==> config.mk <==
export PLATFORM = sky130hd
export DESIGN_NAME = mem_port_arbiter
export DESIGN_NICKNAME = d
export VERILOG_FILES = /design/src/rtl/mem_port_arbiter.sv
export SDC_FILE = /design/constraint.sdc
export NUM_CORES = 1
export LEC_CHECK = 0
export BUFFER_PORTS_ARGS = -buffer_cell sky130_fd_sc_hd__buf_2
export CELL_PAD_IN_SITES_DETAIL_PLACEMENT = 0
export CELL_PAD_IN_SITES_GLOBAL_PLACEMENT = 1
export CORE_MARGIN = 1
export CORE_UTILIZATION = 38
export CTS_BUF_LIST = sky130_fd_sc_hd__clkbuf_8
export DETAILED_ROUTE_END_ITERATION = 8
export HOLD_SLACK_MARGIN = 0.06
export PLACE_DENSITY = 0.95
export SETUP_SLACK_MARGIN = 0.4
export SYNTH_ARGS = -nofsm -noshare
export SYNTH_HDL_FRONTEND = slang
export SYNTH_SLANG_ARGS = --single-unit
export TNS_END_PERCENT = 5
==> constraint.sdc <==
create_clock -name clk_i -period 7.7 [get_ports clk_i]
set_input_delay 0.385 -clock clk_i [delete_from_list [all_inputs] [get_ports clk_i]]
set_output_delay 0.385 -clock clk_i [all_outputs]
set_load 0.02 [all_outputs]
==> src/rtl/mem_port_arbiter.sv <==
// Arbitrates one multi-cycle req/ack memory port between instruction fetch (I) and data (D).
// Optional event counters are built only when ARB_STATS_EN is defined.
module mem_port_arbiter #(
  parameter int unsigned STARVE_MAX = 4,
  parameter int unsigned TIMEOUT    = 64,
  parameter logic [31:0] ERR_DATA   = 32'hDEAD_BEEF
) (
  input  logic        clk_i,
  input  logic        rst_i,
  input  logic        ireq_i,
  input  logic [31:0] iaddr_i,
  output logic [31:0] idata_o,
  output logic        iready_o,
  output logic        istall_o,
  input  logic        drd_i,
  input  logic        dwr_i,
  input  logic [31:0] daddr_i,
  input  logic [31:0] dwdata_i,
  output logic [31:0] drdata_o,
  output logic        dready_o,
  output logic        dstall_o,
  output logic        mem_req_o,
  output logic        mem_we_o,
  output logic [31:0] mem_addr_o,
  output logic [31:0] mem_wdata_o,
  input  logic        mem_ack_i,
  input  logic [31:0] mem_rdata_i,
  output logic        err_o,
  output logic [31:0] stat_igrant_o,
  output logic [31:0] stat_dgrant_o,
  output logic [31:0] stat_stall_o
);

  localparam logic [1:0] S_IDLE = 2'd0;
  localparam logic [1:0] S_BUSY = 2'd1;
  localparam logic [1:0] S_DONE = 2'd2;

  localparam logic [3:0] STARVE_LIM = 4'(STARVE_MAX);
  localparam logic [7:0] WD_LIM     = 8'(TIMEOUT - 1);

  logic [1:0]  state_q, state_d;
  logic        gnt_d_q, gnt_d_d;       // 1: current grant belongs to D
  logic        mem_req_q, mem_req_d;
  logic        mem_we_q, mem_we_d;
  logic [31:0] mem_addr_q, mem_addr_d;
  logic [31:0] mem_wdata_q, mem_wdata_d;
  logic [31:0] idata_q, idata_d;
  logic [31:0] drdata_q, drdata_d;
  logic        iready_q, iready_d;
  logic        dready_q, dready_d;
  logic        err_q, err_d;
  logic [3:0]  starve_cnt_q, starve_cnt_d;
  logic [7:0]  wd_cnt_q, wd_cnt_d;

  logic dreq;
  logic grant_i;
  logic grant_d;

  assign dreq = drd_i | dwr_i;

  // NOTE: every signal assigned in this block gets a default first, so no path leaves it unassigned and no latch is inferred.
  always_comb begin
    state_d      = state_q;
    gnt_d_d      = gnt_d_q;
    mem_req_d    = mem_req_q;
    mem_we_d     = mem_we_q;
    mem_addr_d   = mem_addr_q;
    mem_wdata_d  = mem_wdata_q;
    idata_d      = idata_q;
    drdata_d     = drdata_q;
    iready_d     = 1'b0;
    dready_d     = 1'b0;
    err_d        = err_q;
    starve_cnt_d = starve_cnt_q;
    wd_cnt_d     = wd_cnt_q;
    grant_i      = 1'b0;
    grant_d      = 1'b0;

    case (state_q)
      S_IDLE: begin
        // I wins outright once it has lost STARVE_MAX arbitrations in a row.
        if (ireq_i && (starve_cnt_q == STARVE_LIM)) grant_i = 1'b1;
        else if (dreq)                               grant_d = 1'b1;
        else if (ireq_i)                             grant_i = 1'b1;

        if (grant_i || grant_d) begin
          state_d     = S_BUSY;
          gnt_d_d     = grant_d;
          mem_req_d   = 1'b1;
          mem_we_d    = grant_d & dwr_i;
          mem_addr_d  = grant_d ? daddr_i : iaddr_i;
          mem_wdata_d = grant_d ? dwdata_i : 32'd0;
          wd_cnt_d    = 8'd0;
        end
      end

      S_BUSY: begin
        if (mem_ack_i) begin
          if (!gnt_d_q)       idata_d  = mem_rdata_i;
          else if (!mem_we_q) drdata_d = mem_rdata_i;
          mem_req_d = 1'b0;
          mem_we_d  = 1'b0;
          iready_d  = ~gnt_d_q;
          dready_d  = gnt_d_q;
          state_d   = S_DONE;
        end else if (wd_cnt_q == WD_LIM) begin
          if (!gnt_d_q)       idata_d  = ERR_DATA;
          else if (!mem_we_q) drdata_d = ERR_DATA;
          mem_req_d = 1'b0;
          mem_we_d  = 1'b0;
          err_d     = 1'b1;
          iready_d  = ~gnt_d_q;
          dready_d  = gnt_d_q;
          state_d   = S_DONE;
        end else begin
          wd_cnt_d = wd_cnt_q + 8'd1;
        end
      end

      S_DONE:  state_d = S_IDLE;
      default: state_d = S_IDLE;
    endcase

    if (!ireq_i || grant_i)                        starve_cnt_d = 4'd0;
    else if (grant_d && (starve_cnt_q != STARVE_LIM)) starve_cnt_d = starve_cnt_q + 4'd1;
  end

  // NOTE: state flops use non-blocking assignments so every flop samples pre-edge values regardless of statement order.
  always_ff @(posedge clk_i or posedge rst_i) begin
    if (rst_i) begin
      state_q      <= S_IDLE;
      gnt_d_q      <= 1'b0;
      mem_req_q    <= 1'b0;
      mem_we_q     <= 1'b0;
      mem_addr_q   <= 32'd0;
      mem_wdata_q  <= 32'd0;
      idata_q      <= 32'd0;
      drdata_q     <= 32'd0;
      iready_q     <= 1'b0;
      dready_q     <= 1'b0;
      err_q        <= 1'b0;
      starve_cnt_q <= 4'd0;
      wd_cnt_q     <= 8'd0;
    end else begin
      state_q      <= state_d;
      gnt_d_q      <= gnt_d_d;
      mem_req_q    <= mem_req_d;
      mem_we_q     <= mem_we_d;
      mem_addr_q   <= mem_addr_d;
      mem_wdata_q  <= mem_wdata_d;
      idata_q      <= idata_d;
      drdata_q     <= drdata_d;
      iready_q     <= iready_d;
      dready_q     <= dready_d;
      err_q        <= err_d;
      starve_cnt_q <= starve_cnt_d;
      wd_cnt_q     <= wd_cnt_d;
    end
  end

  assign idata_o     = idata_q;
  assign drdata_o    = drdata_q;
  assign iready_o    = iready_q;
  assign dready_o    = dready_q;
  assign istall_o    = ireq_i & ~iready_q;
  assign dstall_o    = dreq & ~dready_q;
  assign mem_req_o   = mem_req_q;
  assign mem_we_o    = mem_we_q;
  assign mem_addr_o  = mem_addr_q;
  assign mem_wdata_o = mem_wdata_q;
  assign err_o       = err_q;

`ifdef ARB_STATS_EN
  logic [31:0] stat_igrant_q, stat_igrant_d;
  logic [31:0] stat_dgrant_q, stat_dgrant_d;
  logic [31:0] stat_stall_q, stat_stall_d;

  always_comb begin
    stat_igrant_d = stat_igrant_q + {31'd0, grant_i};
    stat_dgrant_d = stat_dgrant_q + {31'd0, grant_d};
    stat_stall_d  = stat_stall_q + {31'd0, istall_o | dstall_o};
  end

  always_ff @(posedge clk_i or posedge rst_i) begin
    if (rst_i) begin
      stat_igrant_q <= 32'd0;
      stat_dgrant_q <= 32'd0;
      stat_stall_q  <= 32'd0;
    end else begin
      stat_igrant_q <= stat_igrant_d;
      stat_dgrant_q <= stat_dgrant_d;
      stat_stall_q  <= stat_stall_d;
    end
  end

  assign stat_igrant_o = stat_igrant_q;
  assign stat_dgrant_o = stat_dgrant_q;
  assign stat_stall_o  = stat_stall_q;
`else
  assign stat_igrant_o = 32'd0;
  assign stat_dgrant_o = 32'd0;
  assign stat_stall_o  = 32'd0;
`endif

endmodule

## After elaboration in Yosys (flattened, before gate mapping)

Cells that the tools add are included.

- Register bits: 148
- Output and inout bits: 231

- Add/subtract/negate cells: 2
- Eq/ne operators: 8
- Mux-type cells: 43
- Bitwise gates (word level): 9
- Reduce and logical (&&, ||, !) cells: 16

Operator list:

| kind | count |
|---|---|
| $mux 32 | 12 |
| $mux 8 | 3 |
| $mux 1 | 19 |
| $pmux 8 s2 | 1 |
| $reduce_and 3->1 | 3 |
| $add 8x1->8 const B | 1 |
| $eq 8x6->1 const B | 1 |
| $mux 4 | 2 |
| $reduce_and 4->1 | 2 |
| $mux 2 | 3 |
| $ne 2x2->1 const B | 3 |
| $reduce_bool 2->1 | 3 |
| $not 1->1 | 5 |
| $add 4x1->4 const B | 1 |
| $eq 4x3->1 const B | 1 |
| $ne 4x3->1 const B | 1 |
| $pmux 1 s2 | 2 |
| $pmux 2 s2 | 1 |
| $reduce_and 2->1 | 2 |
| $and 1x1->1 | 3 |
| $ne 3x3->1 const B | 1 |
| $eq 2x1->1 const B | 1 |
| $logic_and 1x1->1 | 2 |
| $logic_not 2->1 | 1 |
| 3 further kinds | 4 |

## Depth between registers and ports, before layout

Gate-level depths: netlist of run 1.

- Word-level depth: 8
- Mapped depth: 6
- Mapped depth without buffers: 5

## Worst setup path before layout of run 1

Ideal clock, no wire load.

- Kind: register to register
- From: reg wd_cnt_q[0]
- To: reg drdata_q[26], in the netlist drdata_o[26]
- Setup time: 0.132 ns
- Data arrival time: 1.428 ns
- Required time: 7.568 ns
- Slack: 6.139 ns
- Stages on the path, launching flop included: 6
- Buffers on the path: 1
- Period minus slack after synthesis: 1.561 ns
- Path through: dfrtp_1 > ha_1 > and4_1 > a21oi_2 > clkbuf_1 > o21ai_1

- Word-level cells in the longest chain between the ends: 3

RTL lines:

| what | line | source |
|---|---|---|
| from (decl) | 53 | `logic [7:0] wd_cnt_q, wd_cnt_d;` |
| from (signal assigned) | 157 | `wd_cnt_q <= wd_cnt_d;` |
| $eq 8x6->1 | 106 | `end else if (wd_cnt_q == WD_LIM) begin` |
| $reduce_bool 2->1 (no source line) | n/a |  |
| $reduce_and 4->1 (no source line) | n/a |  |
| to (signal assigned) | 152 | `drdata_q <= drdata_d;` |
| to (decl) | 48 | `logic [31:0] drdata_q, drdata_d;` |

Every way passes these cells.
A chain may end at the register's enable or synchronous reset.

## Final worst setup path of run 1

- From: reg starve_cnt_q[0]
- To: reg mem_wdata_q[24], in the netlist mem_wdata_o[24]

- Word-level cells in the longest chain between the ends: 6
- Elaborated cells between the ends (all ways): 9
- Classes of those cells: 1 x eq/ne; 5 x mux; 3 x reduce/logical

RTL lines:

| what | line | source |
|---|---|---|
| from (decl) | 52 | `logic [3:0] starve_cnt_q, starve_cnt_d;` |
| from (signal assigned) | 156 | `starve_cnt_q <= starve_cnt_d;` |
| $eq 4x3->1 * | 82 | `if (ireq_i && (starve_cnt_q == STARVE_LIM)) grant_i = 1'b1;` |
| $logic_and 1x1->1 * | 82 |  |
| $mux 1 | 82 |  |
| $mux 1 | 79 | `case (state_q)` |
| $logic_or 1x1->1 | 86 | `if (grant_i \|\| grant_d) begin` |
| $reduce_and 2->1 (no source line) | n/a |  |
| to (signal assigned) | 150 | `mem_wdata_q <= mem_wdata_d;` |
| to (decl) | 46 | `logic [31:0] mem_wdata_q, mem_wdata_d;` |

Every way passes the cells marked *; elsewhere a longest branch is shown, timed or not. The select of a mux whose other input is x is not followed.

==> results_dict.tcl, run 1 <==
set metrics [dict create \
    num_vias 6514 \
    yosysSeqAreaShare_pct 48.9 \
    postSynthAreaPerCell_sq_um 9.94 \
    grt_max_degree 87 \
    syn_area_sq_um 7570 \
    cts_made_buffers 17 \
    syn_inst 761 \
    ir_worst_vdd_mv 0.162 \
    cpPeakStageDelay_ps 1070 \
    fp.dieH_microns 143 \
    cts_resized 0 \
    dominantRegCellSynth "dfrtp_1" \
    tightestPinTransition_ps 1200 \
    slew_violations 0 \
    slowest_stage "nor3_4" \
    port-buffer-count 268 \
    final_cells 1264 \
    fp.coreArea_sq_um 19500 \
    max_slew_margin_pct 20.1 \
    antenna_found_initial 0 \
    ctsHoldBuffers 0 \
    n_fill_cell 1918 \
    start_util_pct 38.9 \
    fin_skew_ps 17.2 \
    drc 0 \
    path_cells "inv_1 -> ha_1 -> and4b_1 -> nor3_4 -> a22o_1" \
    die_w_microns 143 \
    cp.required_ps 8070 \
    yosys.cell_count.top_type "dfrtp_1" \
    fin_crit_ps 2660 \
    synth_warnings 0 \
    dp_cells 1232 \
    start_kind "flop" \
    power_density_nw_per_um2 410 \
    htree_levels 4 \
    clock_latency_ps 440 \
    post-cts-setup-buffer-count 0 \
    fmax_ghz 0.376 \
    cts_root_buf "clkbuf_8" \
    firstDrtPassIters 5 \
    synth-edff-count 0 \
    fin_ws_ps 5040 \
    fin_hold_ws_ps 70.7 \
    final_util_pct 46.2 \
    drt_iter0_markers 458 \
    max_cap_violations 0 \
    gp_congestion 0.809 \
    overflow 0 \
    cts_sinks 148 \
    critPathKind "flop to flop" \
    grt_first_pass_wirelength_microns 31500 \
    crit_fanout 33 \
    synth.distinct_cells 59 \
    cts_tree "built" \
    p_leak_nw 4.19 \
    die_area_sq_um 20500 \
    clock_path_buffers 2 \
    routedWlPerCell_microns 16.0 \
    rsz0062_at_grt "no" \
    pre_cts_slack_ps 5000 \
    rows 51 \
    syn_to_final_growth_pct 19.0 \
    final.period_utilization_pct 34.5 \
    synth.top_cell.area_share_pct 48.9 \
    viasPerCell 5.15 \
    grt_pass1_vias 5954 \
    synth_top_area_cell "dfrtp_1" \
    io_pins 365 \
    setup_viol 0 \
    critPathArrivalTime_ps 3030 \
    synthArstFlopShare_pct 100 \
    end_kind "flop" \
    hp-class "primary input to asynchronous set/reset pin" \
    yosys-top-cells-count "dfrtp_1 (148), o21ai_0 (105), buf_4 (103), a21oi_1 (68), o31ai_1 (51)" \
    hpwl_microns 13800 \
    ys_seq_elements 148 \
    path_clk_slew_ps 80 \
    grtUsageTotal_pct 19.6 \
    nNetsFinal 1123 \
    timing_hold_violations_final 0 \
    netlist_top_cells_area "dfrtp_1 (49%), buf_4 (10%), o21ai_0 (6.9%)" \
    wirelength_microns 20200 \
    ant_nets 0 \
    diodes 0 \
    drive_gt1_share_pct 32.7 \
    status "complete, no violations" \
    setup_tns_ps 0 \
]
registers in the layout (all words and copies together), names as in the netlist:
register and cells:
drdata_o 32, dready_o 1, err_o 1, gnt_d_q 1, idata_o 32, iready_o 1, mem_addr_o 32, mem_req_o 1
mem_wdata_o 32, mem_we_o 1, starve_cnt_q 4, state_q 2, wd_cnt_q 8
where the power goes:
part	total, mW	internal, mW	leakage (nW)	switching, mW
combinational	1.73	0.580	2.23	1.15
sequential	1.34	1.12	1.75	0.215
clock	0.617	0.314	0.206	0.303
total	3.69	2.02	4.19	1.67
final timing paths:
kind                                                   from  depth (start not counted)                     endpoint  slack [ps]
worst min register to register            err_o$_DFFE_PP0P_                          1            err_o$_DFFE_PP0P_         480
min in group clk_i                             dwdata_i[17]                          2  mem_wdata_o[17]$_DFFE_PP0P_         160
max in group asynchronous                             rst_i                          3      drdata_o[8]$_DFFE_PP0P_        6260
worst max-delay path            starve_cnt_q[0]$_DFFE_PP0P_                          5  mem_wdata_o[24]$_DFFE_PP0P_        5040
worst min-delay path                                  rst_i                          2   mem_wdata_o[7]$_DFFE_PP0P_          70
worst max register to register  starve_cnt_q[0]$_DFFE_PP0P_                          5  mem_wdata_o[24]$_DFFE_PP0P_        5040
routing by layer:
metal / vias up / GRT usage, % / wire length (microns) / share of wire [%]
met2: 290 / 32.0 / 9960 / 49
met3: 13 / 4.90 / 1330 / 6.6
li1: 3071 / - / - / -
met5: - / 0 / 0 / 0
met4: 0 / 5.49 / 172 / 0.85
met1: 3140 / 25.7 / 8710 / 43
kinds of logic after synthesis:
| family | count (synthesis) | synth area share [%] |
|---|---|---|
| multiplexers | 6 | 0.794 |
| AND/OR/NAND/NOR | 87 | 7.56 |
| other | 1 | 0.0496 |
| flip-flops | 148 | 48.9 |
| adder cells (fa/ha/maj) | 3 | 0.496 |
| AO/OA/AOI/OAI | 346 | 27.7 |
| buffers and inverters | 170 | 14.5 |
placed cells by master (no fill, tap or decap), types with 3 or more instances in the layout:
cell type / synthesis / layout
o21ai_0: 105 / 105
nor2_1: 4 / 4
nor2b_1: 3 / 3
clkbuf_8: 0 / 20
nand4_1: 4 / 4
ha_1: 3 / 3
buf_2: 27 / 268
o31ai_1: 51 / 51
inv_1: 6 / 6
o21ai_1: 27 / 27
buf_4: 103 / 7
clkinv_2: 0 / 3
conb_1: 1 / 96
a31oi_1: 49 / 49
a21oi_1: 68 / 68
nand2_1: 5 / 5
dfrtp_1: 148 / 148
clkinv_4: 0 / 3
nand3_1: 37 / 37
mux2i_1: 6 / 6
a22o_1: 32 / 32
nand4b_1: 3 / 3
worst max-delay path, delay by kind of cell, from the launching register on:
kind | cells | cell delay [ps]
AO/OA/AOI/OAI | 1 | 260
adder cells (fa/ha/maj) | 1 | 210
buffers and inverters | 1 | 70
flip-flops | 1 | 390
AND/OR/NAND/NOR | 2 | 1630
layout make-up:
cell class	count	area, sq um	share of cell area [%]
clock inverters	12	129	1.43
inverters	6	27.5	0.306
multi-input cells	538	3140	34.9
clock buffers	20	275	3.06
repair buffers	275	1390	15.5
well taps	265	332	3.68
flip-flops and latches	148	3700	41.2
stage by stage:
step / cell area, sq um / power [mW]
after floorplan: 7920 / 2.59
after global placement: 8600 / 3.05
after detailed placement: 8600 / 3.10
after CTS: 9000 / 3.72
after global routing: 9000 / 3.96
final: 9000 / 3.69
No activity file was read; power rests on OpenSTA's default activity.
==> run 2: changes to the inputs <==
--- a/config.mk
+++ b/config.mk
@@ -9,11 +9,11 @@
 export CELL_PAD_IN_SITES_DETAIL_PLACEMENT = 0
 export CELL_PAD_IN_SITES_GLOBAL_PLACEMENT = 1
 export CORE_MARGIN = 1
-export CORE_UTILIZATION = 38
+export CORE_UTILIZATION = 32
 export CTS_BUF_LIST = sky130_fd_sc_hd__clkbuf_8
 export DETAILED_ROUTE_END_ITERATION = 8
 export HOLD_SLACK_MARGIN = 0.06
-export PLACE_DENSITY = 0.95
+export PLACE_DENSITY = 0.9
 export SETUP_SLACK_MARGIN = 0.4
 export SYNTH_ARGS = -nofsm -noshare
 export SYNTH_HDL_FRONTEND = slang
==> constraint.sdc (replaced) <==
create_clock -name clk_i -period 2.2 [get_ports clk_i]
set_input_delay 0.11 -clock clk_i [delete_from_list [all_inputs] [get_ports clk_i]]
set_output_delay 0.11 -clock clk_i [all_outputs]
set_load 0.02 [all_outputs]
==> run 2 against run 1 <==
Effect of this change: global-route usage fell by 0.48 points; worst hold slack improved by 88 ps; first-iteration DRC count rose by 38%; largest power group unchanged; power rose to 3.6 times the previous value; sequential cell count did not move.
==> results_dict.tcl, run 2 (same netlist as run 1, synthesis figures left out) <==
set metrics [dict create \
    p_leak_nw 4.84 \
    end_kind "flop" \
    hpwl_microns 14200 \
    final_common_cell "buf_2" \
    rows 55 \
    crit_fanout 17 \
    fin_ws_ps 485 \
    fin_area_sq_um 10600 \
    top_layer "met4" \
    rr_worst_depth 5 \
    die_w_microns 156 \
    hold_depth 3 \
    fmax_ghz 0.583 \
    diodes 0 \
    start_kind "flop" \
    grt_pass1_vias 7083 \
    clock_latency_ps 440 \
    io_pins 365 \
    start_util_pct 33.0 \
    cp.required_ps 2520 \
    timing_hold_violations_final 0 \
    drive_gt1_share_pct 30.3 \
    path_clk_slew_ps 80 \
    fp.dieH_microns 156 \
    firstDrtPassIters 5 \
    cts_root_buf "clkbuf_8" \
    ir_worst_vdd_mv 0.587 \
    gp_congestion 0.791 \
    antenna_found_initial 0 \
    final.period_utilization_pct 78.0 \
    routedWlPerCell_microns 16.0 \
    overflow 0 \
    dr_wl_met3_microns 1730 \
    slew_violations 0 \
    m1WireLength_microns 9620 \
    critPathArrivalTime_ps 2040 \
    timing.rr.start "wd_cnt_q[0]$_DFFE_PP0P_" \
    critPathKind "flop to flop" \
    status "complete, no violations" \
    drc 0 \
    setup_tns_ps 0 \
    num_vias 7349 \
    wirelength_microns 23400 \
    syn_to_final_growth_pct 40.0 \
    placed_area_sq_um 8820 \
    nNetsFinal 1273 \
    ant_nets 0 \
    max_slew_margin_pct 49.9 \
    hold_start "mem_ack_i" \
    final_util_pct 46.2 \
    cts_tree "built" \
    grt_max_degree 93 \
    power_density_nw_per_um2 1270 \
    final_cell_mix "buf_2 (268), dfrtp_1 (148), dlygate4sd3_1 (131), o21ai_0 (105), conb_1 (96)" \
    grtUsageTotal_pct 19.1 \
    setup_viol 0 \
    viasPerCell 5.03 \
    hp-class "primary input to flop" \
    tightestPinTransition_ps 752 \
    power_mw 13.4 \
    port-buffer-count 268 \
    drt_iter0_markers 633 \
    clock_path_buffers 2 \
    grt_first_pass_wirelength_microns 36800 \
    cts_sinks 148 \
    pre_cts_slack_ps 45.9 \
    cp-startpoint "wd_cnt_q[0]$_DFFE_PP0P_" \
    rsz0062_at_grt "yes" \
    die_area_sq_um 24300 \
    fin_skew_ps 13.5 \
    htree_levels 4 \
    fp.coreArea_sq_um 22900 \
    max_cap_violations 0 \
    fin_crit_ps 1720 \
    route.met2.wl_microns 11600 \
    cts_made_buffers 17 \
]
## run 2: area by class of cell
type | instances | area (sq um)
fill | 2101 | 12300
sequential | 148 | 3700
multi-input combinational | 539 | 3160
timing repair buffer | 424 | 2920
tap | 313 | 392
clock buffer | 18 | 248
clock inverter | 14 | 140
inverter | 6 | 26.3
## run 2: repair_timing
action / in CTS / in global routing
hold endpoints to repair: 278 / 0
pin swaps: 1 / 1
hold buffers: 131 / 0
gates resized for setup: 1 / 4
buffers inserted: 1 / 3
gates cloned: 1 / 0
setup endpoints to repair: 33 / 68
## run 2: power breakdown
group	switching, mW	internal [mW]
sequential	0.705	3.93
combinational	4.27	2.37
clock	1.16	0.955
total	6.14	7.26
## run 2: per-stage QoR
step	cells	hold WS [ps]
floorplan	856	243
global placement	1294	247
detailed placement	1294	245
CTS	1459	116
global route	1462	158
finish	1462	158
## run 2: path summary, 6_finish.rpt
| check | end | slack [ps] |
|---|---|---|
| setup / recovery | state_q[1]$_DFFE_PP0P_ | 480 |
| hold reg to reg | err_o$_DFFE_PP0P_ | 480 |
| hold / removal | mem_req_o$_DFFE_PP0P_ | 160 |
| max in group asynchronous | mem_addr_o[4]$_DFFE_PP0P_ | 1400 |
| setup reg to reg | state_q[1]$_DFFE_PP0P_ | 480 |
| min in group asynchronous | idata_o[2]$_DFFE_PP0P_ | 320 |
## run 2: layer usage
layer  GRT usage (%)  up-vias
met1            24.1     3541
li1                -     3391
met4            6.72        0
met2            32.4      385
met3            3.83       32
met5               0        -
## run 2: worst max-delay path, cell delays in order, from the launching register on
cell and delay, ps:
dfrtp_1 420, ha_1 250, and4_1 300, a21o_1 230, buf_4 210, and2_1 190
